## src/rtl/obstacle_scroller.sv

```systemverilog
// Three-lane obstacle map for the car game: scrolls one row per SpeedTick edge, spawns
// from an LFSR, scores dodged rows and flags collisions. SCROLL_SPEEDUP_EN enables score-driven SpeedReq.
module obstacle_scroller #(
    parameter int unsigned ROWS      = 8,
    parameter int unsigned SCORE_W   = 10,
    parameter int unsigned SPAWN_GAP = 2,
    parameter logic [7:0]  LFSR_SEED = 8'hA5
) (
    input  logic                Clock,
    input  logic                Resetn,
    input  logic                SpeedTick,
    input  logic                Run,
    input  logic [1:0]          CarLane,
    output logic [3*ROWS-1:0]   ObstacleMap,
    output logic                Collision,
    output logic [SCORE_W-1:0]  Score,
    output logic [2:0]          SpeedReq
);

    typedef enum logic [1:0] {
        S_IDLE,
        S_RUN,
        S_HIT
    } state_t;

    // An all-zero seed would lock the LFSR, so it is replaced by 1.
    localparam logic [7:0]         SEED      = (LFSR_SEED == 8'h00) ? 8'h01 : LFSR_SEED;
    localparam logic [SCORE_W-1:0] SCORE_MAX = '1;
    localparam logic [3:0]         GAP_MIN   = 4'(SPAWN_GAP);

    state_t              state_q, state_d;
    logic [3*ROWS-1:0]   map_q, map_d;
    logic [SCORE_W-1:0]  score_q, score_d;
    logic [7:0]          lfsr_q, lfsr_d;
    logic [3:0]          gap_q, gap_d;
    logic                tick_q;

    logic                step;
    logic                hit;
    logic                spawn;
    logic [2:0]          lane_oh;
    logic [2:0]          bottom;
    logic [2:0]          spawn_row;

    assign step   = SpeedTick ^ tick_q;
    assign bottom = map_q[3*(ROWS-1) +: 3];

    always_comb begin
        case (CarLane)
            2'd0:    lane_oh = 3'b001;
            2'd1:    lane_oh = 3'b010;
            default: lane_oh = 3'b100;
        endcase
    end

    assign hit       = |(bottom & lane_oh);
    assign spawn     = (gap_q >= GAP_MIN) && (lfsr_q[1:0] != 2'b11);
    assign spawn_row = spawn ? (3'b001 << lfsr_q[1:0]) : 3'b000;

    always_comb begin
        state_d = state_q;
        map_d   = map_q;
        score_d = score_q;
        lfsr_d  = lfsr_q;
        gap_d   = gap_q;
        case (state_q)
            S_IDLE: begin
                map_d   = '0;
                score_d = '0;
                gap_d   = '0;
                if (Run) state_d = S_RUN;
            end
            S_RUN: begin
                if (!Run) begin
                    state_d = S_IDLE;
                    map_d   = '0;
                    score_d = '0;
                    gap_d   = '0;
                end else if (hit) begin
                    // Collision wins over a coincident step: nothing moves.
                    state_d = S_HIT;
                end else if (step) begin
                    map_d  = {map_q[3*(ROWS-1)-1:0], spawn_row};
                    lfsr_d = {lfsr_q[6:0], lfsr_q[7] ^ lfsr_q[5] ^ lfsr_q[4] ^ lfsr_q[3]};
                    if ((bottom != 3'b000) && (score_q != SCORE_MAX)) score_d = score_q + 1'b1;
                    if (spawn)               gap_d = '0;
                    else if (gap_q != 4'hF)  gap_d = gap_q + 4'd1;
                end
            end
            S_HIT: begin
                if (!Run) begin
                    state_d = S_IDLE;
                    map_d   = '0;
                    score_d = '0;
                    gap_d   = '0;
                end
            end
            default: state_d = S_IDLE;
        endcase
    end

    always_ff @(posedge Clock) begin
        tick_q <= SpeedTick;
        if (!Resetn) begin
            state_q <= S_IDLE;
            map_q   <= '0;
            score_q <= '0;
            lfsr_q  <= SEED;
            gap_q   <= '0;
        end else begin
            state_q <= state_d;
            map_q   <= map_d;
            score_q <= score_d;
            lfsr_q  <= lfsr_d;
            gap_q   <= gap_d;
        end
    end

    assign ObstacleMap = map_q;
    assign Score       = score_q;
    assign Collision   = (state_q == S_HIT);

`ifdef SCROLL_SPEEDUP_EN
    logic [2:0] speed_req_q, speed_req_d;

    always_comb begin
        if (32'(score_q) < 32'd16)      speed_req_d = 3'b100;
        else if (32'(score_q) < 32'd48) speed_req_d = 3'b010;
        else                            speed_req_d = 3'b001;
    end

    always_ff @(posedge Clock) begin
        if (!Resetn) speed_req_q <= 3'b100;
        else         speed_req_q <= speed_req_d;
    end

    assign SpeedReq = speed_req_q;
`else
    assign SpeedReq = 3'b100;
`endif

endmodule

```

## config.mk

```make
export PLATFORM = sky130hd
export DESIGN_NAME = obstacle_scroller
export DESIGN_NICKNAME = d
export VERILOG_FILES = /design/src/rtl/obstacle_scroller.sv
export SDC_FILE = /design/constraint.sdc
export NUM_CORES = 1
export LEC_CHECK = 0
export CORE_MARGIN = 2
export CORE_UTILIZATION = 54
export DETAILED_ROUTE_END_ITERATION = 10
export MAX_ROUTING_LAYER = met4
export PLACE_DENSITY_LB_ADDON = 0.25
export REMOVE_ABC_BUFFERS = 1
export SYNTH_ARGS = -nofsm -noshare
export SYNTH_HDL_FRONTEND = slang
export SYNTH_SLANG_ARGS = --single-unit
```

## constraint.sdc

```tcl
create_clock -name Clock -period 3.96 [get_ports Clock]
set_input_delay 0.594 -clock Clock [delete_from_list [all_inputs] [get_ports Clock]]
set_output_delay 0.594 -clock Clock [all_outputs]
set_load 0.01 [all_outputs]
```

==> results.json, run 1 <==
{
  "status": "finished clean",
  "syn-cell-area_um2": 2060,
  "maxCapViolCount": 0,
  "synth_edf_count": 0,
  "fmax_ghz": 0.437,
  "multi_input_area_um2": 995,
  "drive_gt1_frac": 0.0623,
  "hold_start": "lfsr_q[2]$_SDFFE_PN1P_",
  "ys_ff_latch": 49,
  "die_area_um2": 4320,
  "worstPathRequired_ns": 4.18,
  "clockRootBuffer": "clkbuf_8",
  "clockBufferDepth": 2,
  "drt-initial-drc-count": 128,
  "post_cts_buffers": 0,
  "grt_pass1_vias": 1485,
  "io_pins": 44,
  "rows": 22,
  "io_buffers": 40,
  "synth_ff_type": "dfxtp_1",
  "drt_pass1_iterations": 4,
  "seq_area_um2": 981,
  "drc": 0,
  "fin_crit_ns": 2.29,
  "grt_max_degree": 32,
  "postSynthCellCount": 234,
  "cp-end-kind": "register",
  "yosysUniqueCellTypes": 48,
  "mostFrequentLayoutCell": "dfxtp_1",
  "die_w_um": 65.8,
  "hold-path-cell-count": 2,
  "final_cell_mix": "dfxtp_1, clkdlybuf4s50_1, nand2_1",
  "cts_tree": "done",
  "diodes": 0,
  "peakVddDrop_mv": 0.233,
  "ant_nets": 0,
  "cp.depth": 6,
  "worstPathCellList": "clkdlybuf4s50_1 -> inv_1 -> nor2_2 -> o211ai_2 -> o31a_1 -> a31oi_1",
  "startpoint": "Resetn",
  "placed_cell_area_um2": 2480,
  "synth.avg_cell_area_um2": 8.80,
  "cp_data_arrival_time_ns": 2.51,
  "cts_resized": 0,
  "grt_pass1_wl_um": 7000,
  "hp-class": "reg2reg",
  "yosysSeqAreaShare": 0.476,
  "rsz0062_at_grt": "false",
  "nets": 281,
  "stdcell_area_um2": 2590,
  "dp_hpwl_um": 2960,
  "clock_sinks": 49,
  "maxSlewViolCount": 0,
  "setup_viol": 0,
  "p_per_area_nw_per_um2": 339,
  "cp_slowest_cell": "clkdlybuf4s50_1",
  "critPathKind": "in2reg",
  "cp_top_family": "buffers and inverters",
  "cts.clk_slew.worst_paths_ns": 0.09,
  "critical_path_buf_inv_count": 2,
  "clk_latency_ns": 0.30,
  "fill_cells": 298,
  "hold_buffers": 0,
  "grt.overflow.total": 0,
  "antenna_found_initial": 0,
  "r2r_cells": 6,
  "ctsHtreeMaxLevel": 2,
  "rr_endpoint": "Score[7]$_SDFFE_PN0P_",
  "ys_warn_count": 0,
  "hold_violations": 0,
  "leakage_nw": 0.925,
  "crit_path_max_fanout": 15,
  "place_congestion": 0.807,
  "relSlewSlack": 0.617,
  "ff2ff_setup_slack_ns": 1.91,
  "initial_core_util": 0.563,
  "cp_slowest_stage_delay_ns": 0.77,
  "fin_crit_sh": 0.578,
  "crit-reg2reg-launch": "Score[0]$_SDFFE_PN0P_",
  "min_to": "lfsr_q[3]$_SDFFE_PN0P_",
  "wirelength_um": 4200,
  "worst_pin_slew_ns": 0.575,
  "async_reset_ff_frac": 0,
  "fin_tns_setup_ns": 0,
  "setup.worst_path.start_class": "input port",
  "grt.total_usage": 0.219,
  "skew_ns": 0.00884,
  "vias": 1787,
  "die_h_um": 65.8,
  "cts_buffers": 5,
  "drt-wirelength-per-cell_um": 13.1,
  "via_per_inst": 5.57,
  "design.core.area_um2": 3660,
  "area_growth_pct": 25.6
}
==> worst reg2reg max path: stages, from the launching register on <==
cell and delay, ns:
dfxtp_1 0.36, ha_1 0.25, and4_1 0.25, a31oi_1 0.30, nor2_1 0.16, o21ai_1 0.44, a31oi_1 0.17
==> final cells by class <==
type,instances,area share
Clock inverter,1,0.00339
Clock buffer,7,0.0373
Inverter,6,0.00871
Sequential cell,49,0.379
Timing Repair Buffer,43,0.164
Multi-Input combinational cell,167,0.385
Tap cell,48,0.0232
==> cells in the mapped netlist, types with 2 or more instances <==
cell type  instances  area share
nand4_1            2      0.0061
dfxtp_1           49        0.48
buf_2              4      0.0097
o21ai_0            5       0.012
nor3_1             2      0.0049
nor2_1            27       0.049
buf_4              3       0.011
ha_1               3       0.018
conb_1             2      0.0036
o21ai_1            2      0.0049
o211ai_1           2      0.0073
and3_1             2      0.0061
a22oi_1           22       0.080
xnor2_1            2      0.0085
nand3_1           10       0.024
a21oi_1           12       0.029
o31a_1             2      0.0085
a2bb2oi_1          2      0.0085
a21boi_0           2      0.0073
clkbuf_1           6       0.011
inv_1              6       0.011
and4_1             2      0.0085
xor2_1             2      0.0085
mux2i_1            2      0.0097
nand2_1           31       0.056
a31oi_1            4       0.012
o31ai_1            2      0.0073
o311ai_0           2      0.0085
or4_1              3       0.011
==> metrics by stage <==
stage,instances,setup slack (ns),util,total power [mW],hold WS [ns]
6_report,321,1.67,0.706,0.876,0.454
5_1_grt,321,1.50,0.706,0.916,0.482
4_1_cts,321,1.65,0.706,0.887,0.457
3_5_place_dp,313,1.34,0.678,0.566,0.445
3_3_place_gp,313,1.38,0.678,0.565,0.443
2_1_floorplan,222,1.69,-,0.545,0.432
==> layer usage <==
layer,wire length [um],vias up,part of all wire,global-route usage
met1,1930,819,0.46,0.286
li1,-,917,-,-
met4,65,0,0.015,0.0833
met5,0,-,0,-
met2,1980,43,0.47,0.318
met3,227,8,0.054,0.0651
==> worst max-delay path by stage <==
stage | slack, ns | end
floorplan | 1.69 | Score[5]$_SDFFE_PN0P_
global placement | 1.38 | Score[5]$_SDFFE_PN0P_
detailed placement | 1.34 | Score[7]$_SDFFE_PN0P_
CTS | 1.65 | Score[7]$_SDFFE_PN0P_
global route | 1.50 | ObstacleMap[19]$_SDFFE_PN0P_
finish | 1.67 | Score[7]$_SDFFE_PN0P_
==> cell families (layout without fill, tap and decap cells) <==
family	count (synthesis)	after routing	share of synthesized area
muxes	2	2	0.00972
other	2	3	0.00365
and+or+nand+nor	87	87	0.195
xor gates and xnor gates	4	4	0.0170
buffers and inverters	19	57	0.0425
DFF	49	49	0.476
adders and majority gates	3	3	0.0182
AOI/OAI and AO/OA	68	68	0.238
==> power by group <==
part           switching [mW]  internal (mW)
logic                  0.0310         0.0198
clock network           0.160          0.161
registers             0.00548          0.498
==> flip-flops by register name (all words and copies together) (netlist names) <==
name         cells
ObstacleMap     24
gap_q            4
state_q          2
Score           10
tick_q           1
lfsr_q           8
(Power assumes the default switching activity.)
==> run 2, diff against run 1 <==
--- a/config.mk
+++ b/config.mk
@@ -6,7 +6,7 @@
 export NUM_CORES = 1
 export LEC_CHECK = 0
 export CORE_MARGIN = 2
-export CORE_UTILIZATION = 54
+export CORE_UTILIZATION = 45
 export DETAILED_ROUTE_END_ITERATION = 10
 export MAX_ROUTING_LAYER = met4
 export PLACE_DENSITY_LB_ADDON = 0.25
==> constraint.sdc (replaced) <==
create_clock -name Clock -period 2 [get_ports Clock]
set_input_delay 0.3 -clock Clock [delete_from_list [all_inputs] [get_ports Clock]]
set_output_delay 0.3 -clock Clock [all_outputs]
set_load 0.01 [all_outputs]
==> results.json, run 2 (synthesis gave the netlist of run 1 again) <==
{
  "status": "finished clean",
  "grt_pass1_vias": 1675,
  "drive_gt1_frac": 0.114,
  "cp-end-kind": "register",
  "drt-initial-drc-count": 105,
  "grt_pass1_wl_um": 7520,
  "worstPathRequired_ns": 2.24,
  "maxSlewViolCount": 0,
  "io_pins": 44,
  "critPathKind": "in2reg",
  "diodes": 0,
  "drt-wirelength-per-cell_um": 13.0,
  "startpoint": "CarLane[0]",
  "drc": 0,
  "final_cell_mix": "dfxtp_1, clkdlybuf4s50_1, nand2_1",
  "crit_path_max_fanout": 9,
  "clockBufferDepth": 2,
  "clockRootBuffer": "clkbuf_8",
  "cts_buffers": 5,
  "cts_resized": 0,
  "initial_core_util": 0.470,
  "maxCapViolCount": 0,
  "ant_nets": 0,
  "multi_input_area_um2": 995,
  "post_cts_buffers": 0,
  "die_h_um": 71.7,
  "clock_sinks": 49,
  "setup_viol": 0,
  "setup.worst_path.start_class": "input port",
  "wirelength_um": 4420,
  "r2r_cells": 6,
  "dp_hpwl_um": 3200,
  "nets": 297,
  "skew_ns": 0.00891,
  "io_buffers": 40,
  "area_growth_pct": 32.1,
  "hold_start": "lfsr_q[2]$_SDFFE_PN1P_",
  "design.core.area_um2": 4380,
  "ff2ff_setup_slack_ns": 0.23,
  "cp_top_family": "buffers and inverters",
  "rows": 24,
  "via_per_inst": 5.45,
  "cp_slowest_cell": "or4b_1",
  "p_per_area_nw_per_um2": 629,
  "clk_latency_ns": 0.31,
  "hp-class": "reg2reg",
  "critical_path_buf_inv_count": 2,
  "hold-path-cell-count": 2,
  "fin_crit_sh": 0.941,
  "leakage_nw": 1.00,
  "worstPathCellList": "clkdlybuf4s50_1 -> mux2i_1 -> o211a_4 -> o21ai_2 -> buf_12 -> or4b_1 -> a21oi_1",
  "rsz0062_at_grt": "false",
  "ctsHtreeMaxLevel": 2,
  "fin_tns_setup_ns": 0,
  "antenna_found_initial": 0,
  "cts_tree": "done",
  "fmax_ghz": 0.531,
  "seq_area_um2": 981,
  "grt.total_usage": 0.188,
  "min_to": "lfsr_q[3]$_SDFFE_PN0P_",
  "largest_reg_flops": 24,
  "pre_cts_ws_ns": -0.189,
  "fill_cells": 378,
  "grt_max_degree": 32,
  "fin_crit_ns": 1.88,
  "rr_endpoint": "Score[6]$_SDFFE_PN0P_",
  "peakVddDrop_mv": 0.363,
  "drt_pass1_iterations": 4,
  "hold_buffers": 0,
  "cp_data_arrival_time_ns": 2.12,
  "die_area_um2": 5130,
  "mostFrequentLayoutCell": "dfxtp_1",
  "cp_slowest_stage_delay_ns": 0.49,
  "die_w_um": 71.7,
  "cp.depth": 7,
  "cts.clk_slew.worst_paths_ns": 0.09,
  "hold_violations": 0,
  "vias": 1859,
  "timing.final.ws_setup_ns": 0.117,
  "grt.overflow.total": 0,
  "crit-reg2reg-launch": "Score[0]$_SDFFE_PN0P_",
  "place_congestion": 0.749
}
-- run 2: power breakdown --
part | internal, mW | switching, mW | leakage, nW
Combinational | 0.0553 | 0.0659 | 0.560
Clock | 0.248 | 0.344 | 0.0445
Sequential | 0.987 | 0.0108 | 0.396
-- run 2: worst reg2reg max path, delay by kind of cell, from the launching register on --
| kind | cells | cell delay [ns] |
|---|---|---|
| fa+ha+maj | 1 | 0.21 |
| flops | 1 | 0.32 |
| simple gates | 2 | 0.39 |
| compound gates | 3 | 0.74 |
-- run 2: worst max-delay path by stage --
| stage | end | slack [ns] |
|---|---|---|
| 2_1_floorplan | Score[5]$_SDFFE_PN0P_ | -0.06 |
| 3_3_place_gp | ObstacleMap[2]$_SDFFE_PN0P_ | -0.13 |
| 3_5_place_dp | ObstacleMap[2]$_SDFFE_PN0P_ | -0.19 |
| 4_1_cts | ObstacleMap[0]$_SDFFE_PN0P_ | 0.13 |
| 5_1_grt | ObstacleMap[2]$_SDFFE_PN0P_ | 0.008 |
| 6_report | ObstacleMap[2]$_SDFFE_PN0P_ | 0.12 |
-- run 2: stage by stage --
stage          cell area [um2]  total power [mW]   util  hold WS (ns)  std cells
3_3_place_gp              2630              1.14  0.600         0.446        333
3_5_place_dp              2630              1.14  0.600         0.452        333
5_1_grt                   2720              1.78  0.621         0.469        341
2_1_floorplan             2000              1.08      -         0.328        222
6_report                  2720              1.71  0.621         0.466        341
4_1_cts                   2720              1.73  0.621         0.469        341
-- run 2: layout make-up --
type	instances	share of cell area
clock buffers	5	0.0253
clock inverters	3	0.00782
inverters	6	0.00828
multi-input cells	167	0.366
flip-flops and latches	49	0.360
well taps	52	0.0239
repair buffers	59	0.209
-- run 2: layer usage --
metal  vias to the layer above  routed length [um]  track usage
met3                         8                 149       0.0338
met5                         -                   0            -
met2                        27                2020        0.292
met4                         0                  70       0.0755
met1                       877                2170        0.243
li1                        947                   -            -
==> run 3, diff against run 2 <==
--- a/config.mk
+++ b/config.mk
@@ -5,8 +5,7 @@
 export SDC_FILE = /design/constraint.sdc
 export NUM_CORES = 1
 export LEC_CHECK = 0
-export CORE_MARGIN = 2
-export CORE_UTILIZATION = 45
+export CORE_UTILIZATION = 54
 export DETAILED_ROUTE_END_ITERATION = 10
 export MAX_ROUTING_LAYER = met4
 export PLACE_DENSITY_LB_ADDON = 0.25
==> constraint.sdc (replaced) <==
create_clock -name Clock -period 2.32 [get_ports Clock]
set_input_delay 0.348 -clock Clock [delete_from_list [all_inputs] [get_ports Clock]]
set_output_delay 0.348 -clock Clock [all_outputs]
set_load 0.01 [all_outputs]
==> results.json, run 3 (synthesis gave the netlist of run 1 again) <==
{
  "design.core.area_um2": 3660,
  "ant_nets": 0,
  "cp_slowest_cell": "o21ai_1",
  "hp-class": "reg2reg",
  "rows": 22,
  "status": "finished clean",
  "post_cts_buffers": 0,
  "ff2ff_setup_slack_ns": 0.29,
  "fill_cells": 303,
  "grt_pass1_wl_um": 7630,
  "fin_crit_sh": 0.874,
  "die_area_um2": 4060,
  "drt-initial-drc-count": 92,
  "setup.worst_path.start_class": "register",
  "clock_sinks": 49,
  "place_congestion": 0.795,
  "fin_tns_setup_ns": 0,
  "endpoint": "Score[0]$_SDFFE_PN0P_",
  "placed_cell_area_um2": 2530,
  "hold-path-cell-count": 2,
  "fmax_ghz": 0.493,
  "startpoint": "Score[0]$_SDFFE_PN0P_",
  "io_pins": 44,
  "crit-reg2reg-launch": "Score[0]$_SDFFE_PN0P_",
  "grt_max_degree": 32,
  "vias": 1805,
  "r2r_cells": 6,
  "largest_reg_flops": 24,
  "maxCapViolCount": 0,
  "critPathKind": "reg2reg",
  "rr_endpoint": "Score[0]$_SDFFE_PN0P_",
  "mostFrequentLayoutCell": "dfxtp_1",
  "maxSlewViolCount": 0,
  "pre_cts_ws_ns": 0.0826,
  "p_per_area_nw_per_um2": 548,
  "io_buffers": 40,
  "cp_data_arrival_time_ns": 2.20,
  "drt-wirelength-per-cell_um": 13.5,
  "peakVddDrop_mv": 0.525,
  "leakage_nw": 0.946,
  "die_h_um": 63.8,
  "drt_pass1_iterations": 4,
  "nets": 287,
  "cts_resized": 0,
  "rsz0062_at_grt": "false",
  "drive_gt1_frac": 0.0789,
  "hold_violations": 0,
  "setup_viol": 0,
  "antenna_found_initial": 0,
  "grt.overflow.total": 0,
  "relSlewSlack": 0.656,
  "clk_latency_ns": 0.31,
  "cts.clk_slew.worst_paths_ns": 0.08,
  "cts_tree": "done",
  "ctsHtreeMaxLevel": 2,
  "skew_ns": 0.00383,
  "final_cell_mix": "dfxtp_1, clkdlybuf4s50_1, nand2_1",
  "multi_input_area_um2": 995,
  "timing.final.ws_setup_ns": 0.293,
  "cp_top_family": "compound AO/OA/AOI/OAI gates",
  "clockBufferDepth": 2,
  "critical_path_buf_inv_count": 0,
  "worst_pin_slew_ns": 0.513,
  "diodes": 0,
  "dp_hpwl_um": 3130,
  "die_w_um": 63.8,
  "grt_pass1_vias": 1702,
  "stdcell_area_um2": 2610,
  "via_per_inst": 5.52,
  "drc": 0,
  "area_growth_pct": 26.7,
  "initial_core_util": 0.563,
  "worstPathCellList": "ha_1 -> and4_1 -> a31oi_1 -> nor2_1 -> o21ai_1 -> mux2i_1",
  "cp-end-kind": "register",
  "cts_buffers": 5,
  "grt.total_usage": 0.252,
  "worstPathRequired_ns": 2.49,
  "seq_area_um2": 981,
  "clockRootBuffer": "clkbuf_8",
  "fin_crit_ns": 2.03,
  "hold_buffers": 0,
  "cp.depth": 6,
  "wirelength_um": 4410,
  "total_power_mw": 1.43,
  "crit_path_max_fanout": 7,
  "cp_slowest_stage_delay_ns": 0.44
}
## run 3: changes by cell type in the layout (fill, tap and decap cells not counted), sizes merged
| cell | change |
|---|---|
| clkinv | +1 |
| buf | -10 |
| clkinvlp | -1 |
| clkbuf | +1 |
| inv | -1 |
## run 3: worst min-delay path, stage by stage, from the launching register on
cell	delay (ns)
dfxtp_1	0.32
nand2_1	0.05
a21oi_1	0.05
## run 3: report_power, final
| group | switching (mW) | total (mW) | internal, mW |
|---|---|---|---|
| combinational | 0.0531 | 0.0915 | 0.0384 |
| sequential | 0.00978 | 0.860 | 0.850 |
| clock | 0.270 | 0.479 | 0.209 |
| total | 0.332 | 1.43 | 1.10 |
## run 3: layout make-up
type                       instances  area share
multi-input combinational        167       0.381
sequential                        49       0.376
timing repair buffer              49       0.179
clock buffer                       6      0.0278
tap                               48      0.0230
inverter                           6     0.00863
clock inverter                     2     0.00384
## run 3: layer usage
layer | wire length (um) | vias up | GRT usage | share of wire
met5 | 0 | - | - | 0
met4 | 85 | 0 | 0.0852 | 0.019
met3 | 168 | 9 | 0.0768 | 0.038
met2 | 2100 | 35 | 0.407 | 0.48
met1 | 2050 | 832 | 0.297 | 0.46
li1 | - | 929 | - | -
## run 3: through the flow
step / std cells / utilization / hold slack [ns]
6_report: 327 / 0.713 / 0.463
3_3_place_gp: 319 / 0.690 / 0.444
5_1_grt: 327 / 0.713 / 0.495
3_5_place_dp: 319 / 0.690 / 0.457
2_1_floorplan: 222 / - / 0.376
4_1_cts: 327 / 0.713 / 0.468
## run 3: worst min path at each step
stage	to	from	slack, ns
2_1_floorplan	tick_q$_DFF_P_	SpeedTick	0.38
3_3_place_gp	lfsr_q[6]$_SDFFE_PN0P_	lfsr_q[6]$_SDFFE_PN0P_	0.44
3_5_place_dp	lfsr_q[6]$_SDFFE_PN0P_	lfsr_q[6]$_SDFFE_PN0P_	0.46
4_1_cts	lfsr_q[6]$_SDFFE_PN0P_	lfsr_q[6]$_SDFFE_PN0P_	0.47
5_1_grt	lfsr_q[3]$_SDFFE_PN0P_	lfsr_q[2]$_SDFFE_PN1P_	0.50
6_report	lfsr_q[6]$_SDFFE_PN0P_	lfsr_q[6]$_SDFFE_PN0P_	0.46
